**src/rtl/ysyx_22040759_mem_arbiter_pkg.sv**
```systemverilog
// Shared definitions for the IF/MEM memory-port arbiter: state encodings and
// default data-path widths.
package ysyx_22040759_mem_arbiter_pkg;

  localparam int ARB_ADDR_W = 64;
  localparam int ARB_DATA_W = 64;
  localparam int ARB_CNT_W  = 32;

  typedef enum logic [2:0] {
    ARB_IDLE     = 3'd0,
    ARB_REQ_MEM  = 3'd1,
    ARB_WAIT_MEM = 3'd2,
    ARB_REQ_IF   = 3'd3,
    ARB_WAIT_IF  = 3'd4
  } arb_state_e;

endpackage

```
**src/rtl/ysyx_22040759_mem_arbiter.sv**
```systemverilog
// Shares one downstream memory port between instruction fetch and the MEM stage.
// One transaction in flight; MEM has fixed priority; a branch flush drops a fetch response.
//
// state        | meaning
// ARB_IDLE     | no transaction; grants issued combinationally here
// ARB_REQ_MEM  | bus_req held with latched load/store payload until bus_gnt
// ARB_WAIT_MEM | waiting for the load data / store ack
// ARB_REQ_IF   | bus_req held with latched fetch address until bus_gnt
// ARB_WAIT_IF  | waiting for fetch data
module ysyx_22040759_mem_arbiter
  import ysyx_22040759_mem_arbiter_pkg::*;
#(
  parameter int ADDR_W = ARB_ADDR_W,
  parameter int DATA_W = ARB_DATA_W,
  parameter int STRB_W = DATA_W / 8,
  parameter int CNT_W  = ARB_CNT_W
) (
  input  logic              clk,
  input  logic              rst,
  input  logic              if_req,
  input  logic [ADDR_W-1:0] if_addr,
  input  logic              if_flush,
  output logic              if_gnt,
  output logic              if_rvalid,
  output logic [DATA_W-1:0] if_rdata,
  input  logic              mem_req,
  input  logic              mem_we,
  input  logic [ADDR_W-1:0] mem_addr,
  input  logic [DATA_W-1:0] mem_wdata,
  input  logic [STRB_W-1:0] mem_wstrb,
  output logic              mem_gnt,
  output logic              mem_rvalid,
  output logic [DATA_W-1:0] mem_rdata,
  output logic              bus_req,
  output logic              bus_we,
  output logic [ADDR_W-1:0] bus_addr,
  output logic [DATA_W-1:0] bus_wdata,
  output logic [STRB_W-1:0] bus_wstrb,
  input  logic              bus_gnt,
  input  logic              bus_rvalid,
  input  logic [DATA_W-1:0] bus_rdata,
  output logic              busy,
  output logic [CNT_W-1:0]  arb_conflict_cnt
);

  arb_state_e state, state_next;
  logic grant_mem, grant_if;
  logic we_q;
  logic [ADDR_W-1:0] addr_q;
  logic [DATA_W-1:0] wdata_q;
  logic [STRB_W-1:0] wstrb_q;
  logic drop_q;
  logic if_rvalid_q, mem_rvalid_q;
  logic [DATA_W-1:0] if_rdata_q, mem_rdata_q;
  logic [CNT_W-1:0] conflict_q;
  logic in_if, mem_done, if_done;

  always_ff @(posedge clk) begin
    if (!rst) state <= ARB_IDLE;
    else      state <= state_next;
  end

  // Grants are suppressed while reset is asserted: the state is about to be discarded.
  always_comb begin
    state_next = state;
    grant_mem  = 1'b0;
    grant_if   = 1'b0;
    case (state)
      ARB_IDLE: begin
        if (rst && mem_req) begin
          grant_mem  = 1'b1;
          state_next = ARB_REQ_MEM;
        end else if (rst && if_req) begin
          grant_if   = 1'b1;
          state_next = ARB_REQ_IF;
        end
      end
      ARB_REQ_MEM:  if (bus_gnt)    state_next = ARB_WAIT_MEM;
      ARB_WAIT_MEM: if (bus_rvalid) state_next = ARB_IDLE;
      ARB_REQ_IF:   if (bus_gnt)    state_next = ARB_WAIT_IF;
      ARB_WAIT_IF:  if (bus_rvalid) state_next = ARB_IDLE;
      default:      state_next = ARB_IDLE;
    endcase
  end

  assign in_if    = (state == ARB_REQ_IF) || (state == ARB_WAIT_IF);
  assign mem_done = (state == ARB_WAIT_MEM) && bus_rvalid;
  assign if_done  = (state == ARB_WAIT_IF) && bus_rvalid && !(drop_q || if_flush);

  always_ff @(posedge clk) begin
    if (!rst) begin
      we_q    <= 1'b0;
      addr_q  <= '0;
      wdata_q <= '0;
      wstrb_q <= '0;
    end else if (grant_mem) begin
      we_q    <= mem_we;
      addr_q  <= mem_addr;
      wdata_q <= mem_wdata;
      wstrb_q <= mem_we ? mem_wstrb : '0;
    end else if (grant_if) begin
      we_q    <= 1'b0;
      addr_q  <= if_addr;
      wdata_q <= '0;
      wstrb_q <= '0;
    end
  end

  always_ff @(posedge clk) begin
    if (!rst)                       drop_q <= 1'b0;
    else if (grant_if)              drop_q <= if_flush;
    else if (state_next == ARB_IDLE) drop_q <= 1'b0;
    else if (in_if && if_flush)     drop_q <= 1'b1;
  end

  always_ff @(posedge clk) begin
    if (!rst) begin
      if_rvalid_q  <= 1'b0;
      mem_rvalid_q <= 1'b0;
      if_rdata_q   <= '0;
      mem_rdata_q  <= '0;
      conflict_q   <= '0;
    end else begin
      if_rvalid_q  <= if_done;
      mem_rvalid_q <= mem_done;
      if (if_done)  if_rdata_q  <= bus_rdata;
      if (mem_done) mem_rdata_q <= we_q ? '0 : bus_rdata;
      if (state == ARB_IDLE && if_req && mem_req && conflict_q != '1)
        conflict_q <= conflict_q + {{(CNT_W-1){1'b0}}, 1'b1};
    end
  end

  assign if_gnt           = grant_if;
  assign mem_gnt          = grant_mem;
  assign if_rvalid        = if_rvalid_q;
  assign if_rdata         = if_rdata_q;
  assign mem_rvalid       = mem_rvalid_q;
  assign mem_rdata        = mem_rdata_q;
  assign bus_req          = (state == ARB_REQ_MEM) || (state == ARB_REQ_IF);
  assign bus_we           = we_q;
  assign bus_addr         = addr_q;
  assign bus_wdata        = wdata_q;
  assign bus_wstrb        = wstrb_q;
  assign busy             = (state != ARB_IDLE);
  assign arb_conflict_cnt = conflict_q;

endmodule
```
**config.mk**
```make
export PLATFORM = sky130hd
export DESIGN_NAME = ysyx_22040759_mem_arbiter
export DESIGN_NICKNAME = d
export VERILOG_FILES = /design/src/rtl/ysyx_22040759_mem_arbiter_pkg.sv /design/src/rtl/ysyx_22040759_mem_arbiter.sv
export SDC_FILE = /design/constraint.sdc
export NUM_CORES = 1
export LEC_CHECK = 0
export CORE_AREA = 4 4 219 221
export CTS_BUF_LIST = sky130_fd_sc_hd__clkbuf_8
export DETAILED_ROUTE_END_ITERATION = 16
export DIE_AREA = 0 0 223 225
export PLACE_DENSITY_LB_ADDON = 0.3
export SYNTH_ARGS = -nofsm -noshare
export SYNTH_HDL_FRONTEND = slang
export SYNTH_SLANG_ARGS = --single-unit
```
**constraint.sdc**
```tcl
create_clock -name clk -period 2.55 [get_ports clk]
set_input_delay 0.51 -clock clk [delete_from_list [all_inputs] [get_ports clk]]
set_output_delay 0.51 -clock clk [all_outputs]
set_load 0.03 [all_outputs]
```
==> results_dict.tcl, run 1 <==
set metrics [dict create \
    ys_seq_area_share_pct 54.4 \
    dp.cells 2396 \
    min_from "if_rdata[22]$_SDFFE_PN0P_" \
    grt_usage_pct 17.3 \
    cp_max_fo 7 \
    cts_tree "built" \
    placementRows 79 \
    dieHeight_um 225 \
    period_minus_slack_ns 2.41 \
    fin_cells 2488 \
    syn_inst 1263 \
    outcome "finished, final reports clean" \
    cts-root-buf "clkbuf_8" \
    fin_util_pct 41.1 \
    drc_errors 0 \
    tightest_slew_ns 0.670 \
    critPathBufInv 4 \
    timing.rr.start "arb_conflict_cnt[27]$_SDFFE_PN0P_" \
    htree_num_levels 2 \
    mostFrequentLayoutCell "clkdlybuf4s50_1" \
    place_ws_ns -0.343 \
    arrival_ns 1.90 \
    route.met3.wl_mm 4.69 \
    setup_viol 0 \
    routedLengthMet1_mm 18.3 \
    max_stage_delay_ns 0.33 \
    viasPerCell 4.67 \
    crit_required_ns 2.04 \
    ys_types 49 \
    irDropWorstVdd_v 0.000356 \
    final_cell_mix "clkdlybuf4s50_1 (570), dfxtp_1 (303), nand2_1 (288)" \
    p_leak_nw 6.74 \
    fmax_mhz 415 \
    p_sw_mw 3.14 \
    start_util_pct 24.1 \
    path_common_cell "buf_4" \
    swShare_pct 27.3 \
    final-hold-violation-count 0 \
    ys_warn_count 0 \
    io_buffers 574 \
    rsz0062_at_grt "false" \
    slew_headroom_pct 55.3 \
    grt_pass1_vias 11775 \
    postSynth.asyncResetShare_pct 0 \
    drt-total-wl_mm 46.4 \
    cts.clk_slew.worst_paths_ns 0.06 \
    ios 575 \
    die_area_um2 50200 \
    vias 11618 \
    setup_slack_ns 0.139 \
    met2_length_mm 21.7 \
    cp-start-kind "register" \
    clk_path_buf_depth 3 \
    crit_slowest_cell "dfxtp_1" \
    p_seq_share_pct 43.7 \
    final_antenna_net_count 0 \
    grt_max_degree 67 \
    setup_tns_ns 0 \
    area_growth_pct 70.2 \
    placed_area_um2 17900 \
    p_clk_share_pct 40.2 \
    rrSetupSlack_ns 0.23 \
    hold_ws_ns 0.452 \
    antenna_found_initial 7 \
    first_iter_violations 704 \
    endpoint_kind "primary output" \
    finalNetCount 2119 \
    postLayoutCellArea_um2 19000 \
    die_w_um 223 \
    p_int_mw 8.36 \
    fin_worst_skew_ns 0.0159 \
    grt-ovfl-total 0 \
    coreArea_um2 46200 \
    cts_buffers 53 \
    combPwrFrac_pct 16.2 \
    synth_area_per_cell_um2 8.82 \
    hold_path_class "reg2reg" \
    power.density_nw_per_um2 606 \
    gp_congestion 0.831 \
    synth-edff-count 0 \
    top_layer_used "met5" \
    critPathKind "reg2out" \
    layout-drive-gt1-share_pct 8.35 \
    ys_seq_elements 303 \
    syn-cell-area_um2 11100 \
    drt_pass1_iterations 5 \
    p_total_mw 11.5 \
    post-route-period-util_pct 94.6 \
    maxCapViolations 0 \
    clock_sinks 303 \
    wl_per_cell_um 18.7 \
    crit_family "buffers and inverters" \
    ys.flop_type "dfxtp_1" \
    synth_fp_nets 1536 \
    insertion_delay_ns 0.61 \
    crit_start "state[0]$_SDFF_PN0_" \
    slew_violations 0 \
    dp_hpwl_mm 33.3 \
    path_cells "buf_4 > nor2_2 > nand4_1 > buf_4 > inv_6 > buf_4" \
    grt_pass1_wl_mm 69.6 \
]
layer usage:
metal | up-vias | global-route usage [%]
li1 | 5594 | -
met1 | 5408 | 20.1
met2 | 507 | 28.7
met3 | 101 | 7.11
met4 | 8 | 6.72
met5 | - | 0
cell type report:
cell class                 instances  area (µm²)
fill                            4575       27200
timing repair buffer             631        6320
sequential                       303        6070
multi-input combinational        848        4690
clock buffer                      67         922
tap                              607         759
clock inverter                    22         160
inverter                           9        43.8
antenna                            1        2.50
cell usage after synthesis (2+ instances only):
library cell / count / area share [%]
nand3_1: 10 / 0.45
xor2_1: 2 / 0.16
dfxtp_1: 303 / 54
nand2_1: 288 / 9.7
or3_1: 9 / 0.51
mux2i_1: 10 / 0.90
a21oi_1: 78 / 3.5
and2_1: 3 / 0.17
a22oi_1: 65 / 4.4
a2111oi_2: 2 / 0.27
nor4_1: 7 / 0.39
nor3b_1: 2 / 0.13
o21ai_0: 12 / 0.54
nor2_1: 160 / 5.4
nand2b_1: 11 / 0.62
or2_2: 2 / 0.11
a32oi_1: 8 / 0.63
nor2b_1: 3 / 0.17
or4_1: 3 / 0.20
nor3_1: 5 / 0.22
nand4_1: 6 / 0.34
a22o_1: 65 / 5.1
inv_1: 8 / 0.27
a311oi_1: 64 / 5.0
a211oi_1: 2 / 0.13
xnor2_1: 9 / 0.71
buf_1: 12 / 0.40
and3_1: 3 / 0.17
clkbuf_1: 89 / 3.0
and4_1: 3 / 0.24
sequential cells by signal (all words and copies together), names as in the netlist:
register          cells
state                 3
arb_conflict_cnt     32
bus_wstrb             8
mem_rdata            64
bus_wdata            64
bus_we                1
mem_rvalid            1
if_rvalid             1
drop_q                1
if_rdata             64
bus_addr             64
power by group through the flow:
stage	Sequential [mW]	Clock, mW	Combinational, mW
after detailed placement	5.12	0	1.86
after global placement	5.11	0	1.86
final	5.02	4.62	1.86
after floorplan	5.46	0	0.462
after CTS	5.02	4.82	1.88
after global routing	5.04	5.02	1.97
cell families (layout without fill, tap and decap cells):
group / count (synthesis) / count (layout) / synth area share, %
simple gates: 522 / 522 / 19.6
compound gates: 304 / 304 / 20.3
flops: 303 / 303 / 54.4
buf+inv: 112 / 729 / 3.85
xor+xnor: 11 / 11 / 0.865
mux: 10 / 10 / 0.898
fa+ha+maj: 1 / 1 / 0.112
other cells: 0 / 1 / 0
final timing paths:
kind,to,cells past startpoint
worst max register to register,arb_conflict_cnt[13]$_SDFFE_PN0P_,6
worst min-delay path,if_rdata[22]$_SDFFE_PN0P_,2
worst max-delay path,if_gnt,6
worst min register to register,if_rdata[22]$_SDFFE_PN0P_,2
worst register-to-register path, delay by kind of cell, from the launching register on:
kind                   cells  cell delay (ns)
and+or+nand+nor            3             0.92
AOI/OAI and AO/OA          1             0.61
DFF                        1             0.33
buffers and inverters      1             0.23
muxes                      1             0.10
what timing repair did:
item / in CTS / in global routing
pin swaps: 1 / 0
setup endpoints to repair: 4 / 7
resized for setup: 5 / 3
buffers inserted: 2 / 0
hold buffers: 0 / 0
(Power assumes the default switching activity.)
==> run 2: changes to the inputs <==
CAP_MARGIN = 20   (was default)
==> results of run 2 <==
The final DEF is identical to that of run 1; final timing and power are the same.
==> run 3: changes to the inputs <==
SLEW_MARGIN = 20   (was default)
==> results of run 3 <==
The final DEF is identical to that of run 1; final timing and power are the same.
